[config.mk]
export PLATFORM = sky130hd
export DESIGN_NAME = ftdi_fifo_responder_flat
export DESIGN_NICKNAME = d
export VERILOG_FILES = /design/src/rtl/ftdi_fifo_responder_pkg.sv /design/src/rtl/ftdi_fifo_responder_if.sv /design/src/rtl/ftdi_fifo_responder_byte_fifo.sv /design/src/rtl/ftdi_fifo_responder.sv /design/src/flat_wrapper.sv
export SDC_FILE = /design/constraint.sdc
export NUM_CORES = 1
export LEC_CHECK = 0
export CORE_UTILIZATION = 55
export DETAILED_ROUTE_END_ITERATION = 16
export GPL_TIMING_DRIVEN = 0
export PLACE_DENSITY = 0.76
export SLEW_MARGIN = 10
export SYNTH_ARGS = -nofsm -noshare
export SYNTH_HDL_FRONTEND = slang
export SYNTH_SLANG_ARGS = --single-unit
[constraint.sdc]
create_clock -name clock -period 3.41 [get_ports clock]
set_input_delay 0.341 -clock clock [delete_from_list [all_inputs] [get_ports clock]]
set_output_delay 0.341 -clock clock [all_outputs]
set_load 0.02 [all_outputs]
[src/rtl/ftdi_fifo_responder_pkg.sv]
// Shared types and default sizing for the FTDI FIFO-mode responder.
package ftdi_pkg;

  localparam int unsigned FTDI_DEPTH_DEFAULT = 16;
  localparam int unsigned FTDI_INACT_DEFAULT = 4;

  typedef enum logic [1:0] {
    ST_IDLE    = 2'd0,
    ST_READING = 2'd1,
    ST_WRITING = 2'd2,
    ST_RECOVER = 2'd3
  } ftdi_state_e;

endpackage

[src/rtl/ftdi_fifo_responder_if.sv]
// Host-side FT245-style pin bundle: strobes and data bus in, data/flags out.
interface ftdi_fifo_responder_if;

  logic       rd_n;
  logic       wr_n;
  logic [7:0] adbus_in;
  logic [7:0] adbus_out;
  logic       adbus_oe;
  logic       rxf_n;
  logic       txe_n;

  modport master (
    output rd_n, wr_n, adbus_in,
    input  adbus_out, adbus_oe, rxf_n, txe_n
  );

  modport slave (
    input  rd_n, wr_n, adbus_in,
    output adbus_out, adbus_oe, rxf_n, txe_n
  );

endinterface

[src/rtl/ftdi_fifo_responder_byte_fifo.sv]
// Synchronous show-ahead byte FIFO; the head entry is visible on rd_data
// whenever empty is low.
module ftdi_byte_fifo #(
  parameter int unsigned DEPTH = 16
) (
  input  logic                         clock,
  input  logic                         reset_n,
  input  logic                         wr_en,
  input  logic [7:0]                   wr_data,
  input  logic                         rd_en,
  output logic [7:0]                   rd_data,
  output logic [$clog2(DEPTH+1)-1:0]   usedw,
  output logic                         full,
  output logic                         empty
);

  localparam int unsigned AW = $clog2(DEPTH);
  localparam int unsigned CW = $clog2(DEPTH + 1);

  logic [7:0]    mem_q [DEPTH];
  logic [AW-1:0] wr_ptr_q, wr_ptr_d;
  logic [AW-1:0] rd_ptr_q, rd_ptr_d;
  logic [CW-1:0] usedw_q, usedw_d;
  logic          do_wr, do_rd;

  always_comb begin
    full     = (usedw_q == CW'(DEPTH));
    empty    = (usedw_q == '0);
    do_wr    = wr_en && !full;
    do_rd    = rd_en && !empty;
    // DEPTH is a power of two, so pointer overflow is the modulo wrap.
    wr_ptr_d = do_wr ? wr_ptr_q + AW'(1) : wr_ptr_q;
    rd_ptr_d = do_rd ? rd_ptr_q + AW'(1) : rd_ptr_q;
    usedw_d  = usedw_q;
    if (do_wr && !do_rd) begin
      usedw_d = usedw_q + CW'(1);
    end else if (!do_wr && do_rd) begin
      usedw_d = usedw_q - CW'(1);
    end
  end

  always_ff @(posedge clock or negedge reset_n) begin
    if (!reset_n) begin
      wr_ptr_q <= '0;
      rd_ptr_q <= '0;
      usedw_q  <= '0;
    end else begin
      wr_ptr_q <= wr_ptr_d;
      rd_ptr_q <= rd_ptr_d;
      usedw_q  <= usedw_d;
    end
  end

  always_ff @(posedge clock) begin
    if (do_wr) begin
      mem_q[wr_ptr_q] <= wr_data;
    end
  end

  assign rd_data = mem_q[rd_ptr_q];
  assign usedw   = usedw_q;

endmodule

[src/rtl/ftdi_fifo_responder.sv]
// FT245-style FIFO responder: the host reads bytes queued locally on src_*
// and writes bytes delivered locally on snk_*, through two byte buffers.
module ftdi_fifo_responder
  import ftdi_pkg::*;
#(
  parameter int unsigned DEPTH        = FTDI_DEPTH_DEFAULT,
  parameter int unsigned INACT_CYCLES = FTDI_INACT_DEFAULT
) (
  input  logic                       clock,
  input  logic                       reset_n,
  ftdi_fifo_responder_if.slave       host,
  input  logic [7:0]                 src_data,
  input  logic                       src_valid,
  output logic                       src_ready,
  output logic [7:0]                 snk_data,
  output logic                       snk_valid,
  input  logic                       snk_ready,
  output logic [$clog2(DEPTH+1)-1:0] rx_count,
  output logic [$clog2(DEPTH+1)-1:0] tx_count,
  output logic                       proto_err
);

  localparam int unsigned CW = $clog2(DEPTH + 1);
  localparam int unsigned RW = $clog2(INACT_CYCLES + 1);

  ftdi_state_e   state_q, state_d;
  logic [RW-1:0] rcv_cnt_q, rcv_cnt_d;

  logic          rd_meta_q, rd_s_q, rd_prev_q;
  logic          wr_meta_q, wr_s_q, wr_prev_q;
  logic [7:0]    ad_meta_q, ad_s_q;
  logic          rd_fall, wr_fall;

  logic          rxf_q, rxf_d;
  logic          txe_q, txe_d;
  logic          src_ready_q, src_ready_d;
  logic          proto_err_q, proto_err_d;
  logic          awake_q, awake_d;
  logic [7:0]    adbus_out_q, adbus_out_d;

  logic          rx_push, rx_pop, tx_push, tx_pop;
  logic [7:0]    rx_head, tx_head;
  logic          rx_full, rx_empty, tx_full, tx_empty;
  logic [CW-1:0] rx_used, tx_used;

  ftdi_byte_fifo #(.DEPTH(DEPTH)) u_rx_fifo (
    .clock   (clock),
    .reset_n (reset_n),
    .wr_en   (rx_push),
    .wr_data (src_data),
    .rd_en   (rx_pop),
    .rd_data (rx_head),
    .usedw   (rx_used),
    .full    (rx_full),
    .empty   (rx_empty)
  );

  ftdi_byte_fifo #(.DEPTH(DEPTH)) u_tx_fifo (
    .clock   (clock),
    .reset_n (reset_n),
    .wr_en   (tx_push),
    .wr_data (ad_s_q),
    .rd_en   (tx_pop),
    .rd_data (tx_head),
    .usedw   (tx_used),
    .full    (tx_full),
    .empty   (tx_empty)
  );

  // State register plus the synchronizers and registered outputs.
  always_ff @(posedge clock or negedge reset_n) begin
    if (!reset_n) begin
      state_q     <= ST_IDLE;
      rcv_cnt_q   <= '0;
      rd_meta_q   <= 1'b1;
      rd_s_q      <= 1'b1;
      rd_prev_q   <= 1'b1;
      wr_meta_q   <= 1'b1;
      wr_s_q      <= 1'b1;
      wr_prev_q   <= 1'b1;
      ad_meta_q   <= '0;
      ad_s_q      <= '0;
      rxf_q       <= 1'b1;
      txe_q       <= 1'b1;
      src_ready_q <= 1'b0;
      proto_err_q <= 1'b0;
      awake_q     <= 1'b0;
      adbus_out_q <= '0;
    end else begin
      state_q     <= state_d;
      rcv_cnt_q   <= rcv_cnt_d;
      rd_meta_q   <= host.rd_n;
      rd_s_q      <= rd_meta_q;
      rd_prev_q   <= rd_s_q;
      wr_meta_q   <= host.wr_n;
      wr_s_q      <= wr_meta_q;
      wr_prev_q   <= wr_s_q;
      ad_meta_q   <= host.adbus_in;
      ad_s_q      <= ad_meta_q;
      rxf_q       <= rxf_d;
      txe_q       <= txe_d;
      src_ready_q <= src_ready_d;
      proto_err_q <= proto_err_d;
      awake_q     <= awake_d;
      adbus_out_q <= adbus_out_d;
    end
  end

  assign rd_fall = rd_prev_q && !rd_s_q;
  assign wr_fall = wr_prev_q && !wr_s_q;

  // Next-state logic. A write that falls while rd_s is low is a collision
  // and is never captured; the read side wins.
  always_comb begin
    state_d   = state_q;
    rcv_cnt_d = rcv_cnt_q;
    unique case (state_q)
      ST_IDLE: begin
        if (rd_fall && !rxf_q) begin
          state_d = ST_READING;
        end else if (wr_fall && !txe_q && rd_s_q) begin
          state_d = ST_WRITING;
        end
      end
      ST_READING: begin
        if (rd_s_q) begin
          state_d   = ST_RECOVER;
          rcv_cnt_d = RW'(INACT_CYCLES - 1);
        end
      end
      ST_WRITING: begin
        if (wr_s_q) begin
          state_d   = ST_RECOVER;
          rcv_cnt_d = RW'(INACT_CYCLES - 1);
        end
      end
      ST_RECOVER: begin
        if (rcv_cnt_q == '0) begin
          state_d = ST_IDLE;
        end else begin
          rcv_cnt_d = rcv_cnt_q - RW'(1);
        end
      end
      default: state_d = ST_IDLE;
    endcase
  end

  // Output and datapath logic.
  always_comb begin
    rx_push     = src_valid && src_ready_q;
    rx_pop      = (state_q == ST_READING) && (state_d == ST_RECOVER);
    tx_push     = (state_q == ST_IDLE) && (state_d == ST_WRITING);
    tx_pop      = !tx_empty && snk_ready;
    awake_d     = 1'b1;
    proto_err_d = proto_err_q || (!rd_s_q && !wr_s_q);
    src_ready_d = rx_pop ? 1'b1
                : !(rx_full || (rx_push && (rx_used == CW'(DEPTH - 1))));
    // Flags use the pre-update buffer state so a freshly pushed byte is
    // already in memory and loaded into adbus_out before rxf_n falls.
    rxf_d = !(((state_d == ST_IDLE) || (state_d == ST_READING)) && !rx_empty);
    txe_d = !(awake_q && (state_d == ST_IDLE) && !tx_full);
    adbus_out_d = (rxf_q && !rx_empty) ? rx_head : adbus_out_q;
  end

  assign host.adbus_oe  = ~host.rd_n;
  assign host.adbus_out = adbus_out_q;
  assign host.rxf_n     = rxf_q;
  assign host.txe_n     = txe_q;
  assign src_ready      = src_ready_q;
  assign snk_data       = tx_head;
  assign snk_valid      = !tx_empty;
  assign rx_count       = rx_used;
  assign tx_count       = tx_used;
  assign proto_err      = proto_err_q;

endmodule

[src/flat_wrapper.sv]
// flat-port wrapper written by rule: the top's interface ports become plain ports
module ftdi_fifo_responder_flat import ftdi_pkg::*;
#(
  parameter int unsigned DEPTH        = FTDI_DEPTH_DEFAULT,
  parameter int unsigned INACT_CYCLES = FTDI_INACT_DEFAULT
)
  (clock, reset_n, src_data, src_valid, src_ready, snk_data, snk_valid, snk_ready, rx_count, tx_count, proto_err, host_rd_n, host_wr_n, host_adbus_in, host_adbus_out, host_adbus_oe, host_rxf_n, host_txe_n);
  ftdi_fifo_responder_if host_i ();
  input  logic clock;
  input  logic reset_n;
  input  logic [7:0] src_data;
  input  logic src_valid;
  output logic src_ready;
  output logic [7:0] snk_data;
  output logic snk_valid;
  input  logic snk_ready;
  output logic [$clog2(DEPTH+1)-1:0] rx_count;
  output logic [$clog2(DEPTH+1)-1:0] tx_count;
  output logic proto_err;
  input wire logic [$bits(host_i.rd_n)-1:0] host_rd_n;
  input wire logic [$bits(host_i.wr_n)-1:0] host_wr_n;
  input wire logic [$bits(host_i.adbus_in)-1:0] host_adbus_in;
  output wire logic [$bits(host_i.adbus_out)-1:0] host_adbus_out;
  output wire logic [$bits(host_i.adbus_oe)-1:0] host_adbus_oe;
  output wire logic [$bits(host_i.rxf_n)-1:0] host_rxf_n;
  output wire logic [$bits(host_i.txe_n)-1:0] host_txe_n;
  assign host_i.rd_n = host_rd_n;
  assign host_i.wr_n = host_wr_n;
  assign host_i.adbus_in = host_adbus_in;
  assign host_adbus_out = host_i.adbus_out;
  assign host_adbus_oe = host_i.adbus_oe;
  assign host_rxf_n = host_i.rxf_n;
  assign host_txe_n = host_i.txe_n;
  ftdi_fifo_responder #(.DEPTH(DEPTH), .INACT_CYCLES(INACT_CYCLES)) u_core (.clock(clock), .reset_n(reset_n), .host(host_i), .src_data(src_data), .src_valid(src_valid), .src_ready(src_ready), .snk_data(snk_data), .snk_valid(snk_valid), .snk_ready(snk_ready), .rx_count(rx_count), .tx_count(tx_count), .proto_err(proto_err));
endmodule
==> flow_metrics.py <==
metrics = {
    "synthesis": {
        "synthAdderAreaFrac": 0.0226,
        "syn-num-nets": 679,
        "synth_area_um2": 12900,
        "synth_xor_xnor_area_share": 0.0136,
        "synth_top_family_by_area": "multiplexers",
        "synth_compound_area_frac": 0.0296,
        "seq_area_frac_synth": 0.727,
        "async_flop_share": 0.205,
        "muxShareOfSynthArea": 0.148,
        "synth-seq-cells": 322,
        "syn_avg_cell_area_um2": 20.3,
        "yosysWarnings": 0,
        "syn_inst": 635,
        "synth_cell_types": 56,
        "ys.flop_type": "edfxtp_1",
        "synth-edff-count": 256,
        "synthSimpleGateAreaFrac": 0.0403,
    },
    "clock_tree": {
        "clk_latency_ns": 0.56,
        "numCtsBuffers": 31,
        "root_buffer": "clkbuf_16",
        "clk_pin_slew_ns": 0.06,
        "cts_tree": "built",
        "htreeDepth": 1,
        "clk_path_buf_depth": 3,
        "clkSinkCount": 322,
        "postCtsSetupRepairBufs": 0,
    },
    "setup_path": {
        "reg2regPathDepth": 11,
        "worstPathArrival_ns": 2.96,
        "r2r_setup_slack_ns": 0.26,
        "crit_top_cell": "buf_6",
        "slowest_stage": "mux4_1",
        "r2r-end": "u_core.u_tx_fifo.usedw[4]",
        "r2r_start": "u_core.rd_s_q",
        "cp.required_ns": 3.07,
        "path_cells": "buf_6, buf_6, mux4_1, mux4_2, clkdlybuf4s50_1",
        "cpLargestDelayFamily": "multiplexers",
        "worst_path_largest_cell_delay_ns": 0.61,
        "startpoint_type": "register",
        "path_buf_inv": 3,
        "crit_path_end_kind": "primary output",
        "critical_path_class": "register to primary output",
        "cp_max_fo": 10,
    },
    "power_and_ir_drop": {
        "power.density_nw_per_um2": 841,
        "power.leakage_nw": 5.16,
        "vdd_drop_max_mv": 0.711,
    },
    "layout": {
        "final_nets": 767,
        "drive_gt1_frac": 0.176,
        "area_growth_pct": 15.9,
        "final_util": 0.654,
        "antennaDiodeCount": 0,
        "fillers": 1457,
        "fin_cells": 1061,
    },
    "placed_design": {
        "place_congestion": 0.800,
        "hpwlAfterDp_um": 15800,
        "place_ws_ns": 0.246,
        "place_inst": 1003,
        "io_buffer_count": 53,
    },
    "grt": {
        "grt_pass1_wl_um": 37900,
        "antenna_found_initial": 0,
        "grt_usage": 0.213,
        "grt_max_degree": 59,
        "grt_pass1_vias": 6606,
        "gr-total-overflow": 0,
    },
    "timing": {
        "rsz0062_at_grt": "no",
        "fin_tns_setup_ns": 0,
        "fmax_mhz": 303,
        "hold_viol": 0,
        "min_period_ns": 3.30,
        "slew_headroom": 0.188,
        "period_share": 0.967,
        "setup_slack_ns": 0.112,
        "setup_viol": 0,
        "tightestPinTransition_ns": 1.21,
        "final_max_slew_viol_count": 0,
        "fin_skew_ns": 0.0126,
    },
    "routing": {
        "drc_errors": 0,
        "dr.first_iter.drc_count": 435,
        "ant_nets": 0,
        "drt_wl_total_um": 24600,
        "dr_total_vias": 6310,
        "wire_per_inst_um": 23.2,
        "drt-pass1-iter-count": 5,
        "via_per_inst": 5.95,
    },
    "die": {
        "die_h_um": 155,
        "die_area_um2": 24000,
        "io_pins": 54,
        "start_util": 0.565,
        "row_count": 55,
        "core_area_um2": 22800,
        "die_x_um": 155,
    },
    "run_status": {
        "status": "completed",
    },
    "flow_run": {
        "max_cap_violations": 0,
    },
    "min_path": {
        "min_path_type": "input port to async pin",
    },
}
-- cells by family after synthesis --
group | Yosys count
compound gates | 56
xor+xnor | 20
fa+ha+maj | 22
buf+inv | 46
flops | 322
mux | 87
other cells | 1
simple gates | 81
-- worst max-delay path by stage --
stage,cells past startpoint,endpoint,start
2_1_floorplan,11,u_core.u_tx_fifo.usedw[4],u_core.host.rxf_n
3_3_place_gp,1,u_core.ad_s_q[0],reset_n
3_5_place_dp,11,u_core.u_tx_fifo.usedw[4],u_core.rd_s_q
4_1_cts,5,snk_data[4],u_core.u_tx_fifo.rd_ptr_q[0]
5_1_grt,11,u_core.u_tx_fifo.usedw[4],u_core.rd_s_q
6_report,5,snk_data[4],u_core.u_tx_fifo.rd_ptr_q[0]
-- placed cells by master, fill, tap and decap left out, types with 3 or more instances in the layout --
master / instances
o22ai_1: 17
dfstp_2: 8
clkbuf_8: 3
clkinv_2: 4
xor2_1: 5
mux4_1: 32
o21ai_0: 7
nor3_1: 3
and4_1: 4
dfrtp_1: 58
and2_1: 13
ha_1: 20
inv_1: 19
nand2_1: 16
buf_6: 5
edfxtp_1: 256
buf_4: 4
clkbuf_16: 31
nor2_1: 11
nand4_1: 4
clkdlybuf4s50_1: 52
clkinv_1: 5
mux2_2: 12
bufinv_16: 5
mux2i_1: 3
a21oi_1: 15
a21o_1: 4
mux4_2: 40
clkbuf_1: 18
and4b_1: 8
xnor2_1: 15
-- stage by stage --
stage	total power, mW	hold WS [ns]	cell area, µm²
after global placement	8.87	0.332	13800
after detailed placement	9.05	0.193	13800
after global routing	13.1	0.188	14900
after floorplan	7.76	0.0454	12900
final	12.5	0.158	14900
after CTS	12.6	0.152	14900
-- report_power, final --
part           internal [mW]  switching, mW  leakage, nW  total (mW)
sequential              4.70          0.363         3.06        5.06
combinational           1.95           1.99         1.58        3.94
clock                   2.12           1.42        0.519        3.54
-- final cells by class --
type	count	area (µm²)	share of cell area
multi-input cells	267	3280	0.220
clock buffers	40	840	0.0563
inverters	19	71.3	0.00478
clock inverters	18	233	0.0156
plain buffers	26	173	0.0116
flip-flops and latches	322	9350	0.627
well taps	313	392	0.0263
repair buffers	56	571	0.0383
-- sequential cells by signal, summed over array words and instances (netlist names), 2 cells and up --
name                       flops
u_core.u_rx_fifo.rd_ptr_q      4
u_core.u_rx_fifo.usedw         5
u_core.u_tx_fifo.usedw         5
u_core.u_tx_fifo.mem_q       128
u_core.host.adbus_out          8
u_core.state_q                 2
u_core.ad_s_q                  8
u_core.ad_meta_q               8
u_core.u_rx_fifo.wr_ptr_q      4
u_core.u_tx_fifo.rd_ptr_q      4
u_core.u_rx_fifo.mem_q       128
u_core.rcv_cnt_q               3
u_core.u_tx_fifo.wr_ptr_q      4
-- routing by layer --
| layer | share of wire | routed length [µm] | global-route usage | vias up |
|---|---|---|---|---|
| met5 | 0 | 0 | 0 | - |
| met4 | 0.016 | 396 | 0.0533 | 0 |
| met1 | 0.42 | 10300 | 0.291 | 3285 |
| met3 | 0.055 | 1370 | 0.0351 | 38 |
| li1 | - | - | - | 2764 |
| met2 | 0.51 | 12500 | 0.361 | 223 |
-- cells in the mapped netlist, types with 13 or more instances --
| master | number | area (µm²) |
|---|---|---|
| edfxtp_1 | 256 | 7690 |
| dfrtp_1 | 58 | 1450 |
| mux4_2 | 40 | 901 |
| mux4_1 | 32 | 841 |
| ha_1 | 20 | 250 |
| inv_1 | 19 | 71.3 |
| o22ai_1 | 17 | 106 |
| clkbuf_1 | 16 | 60.1 |
| nand2_1 | 16 | 60.1 |
| a21oi_1 | 15 | 75.1 |
| xnor2_1 | 15 | 131 |
| and2_1 | 13 | 81.3 |
-- repair_timing --
| item | CTS | global route |
|---|---|---|
| hold buffers | 1 | 0 |
| resized for setup | 5 | 0 |
| endpoints found under the hold margin | 58 | 0 |
| endpoints found under the setup margin | 8 | 0 |
Power figures use the tool's default switching activity.
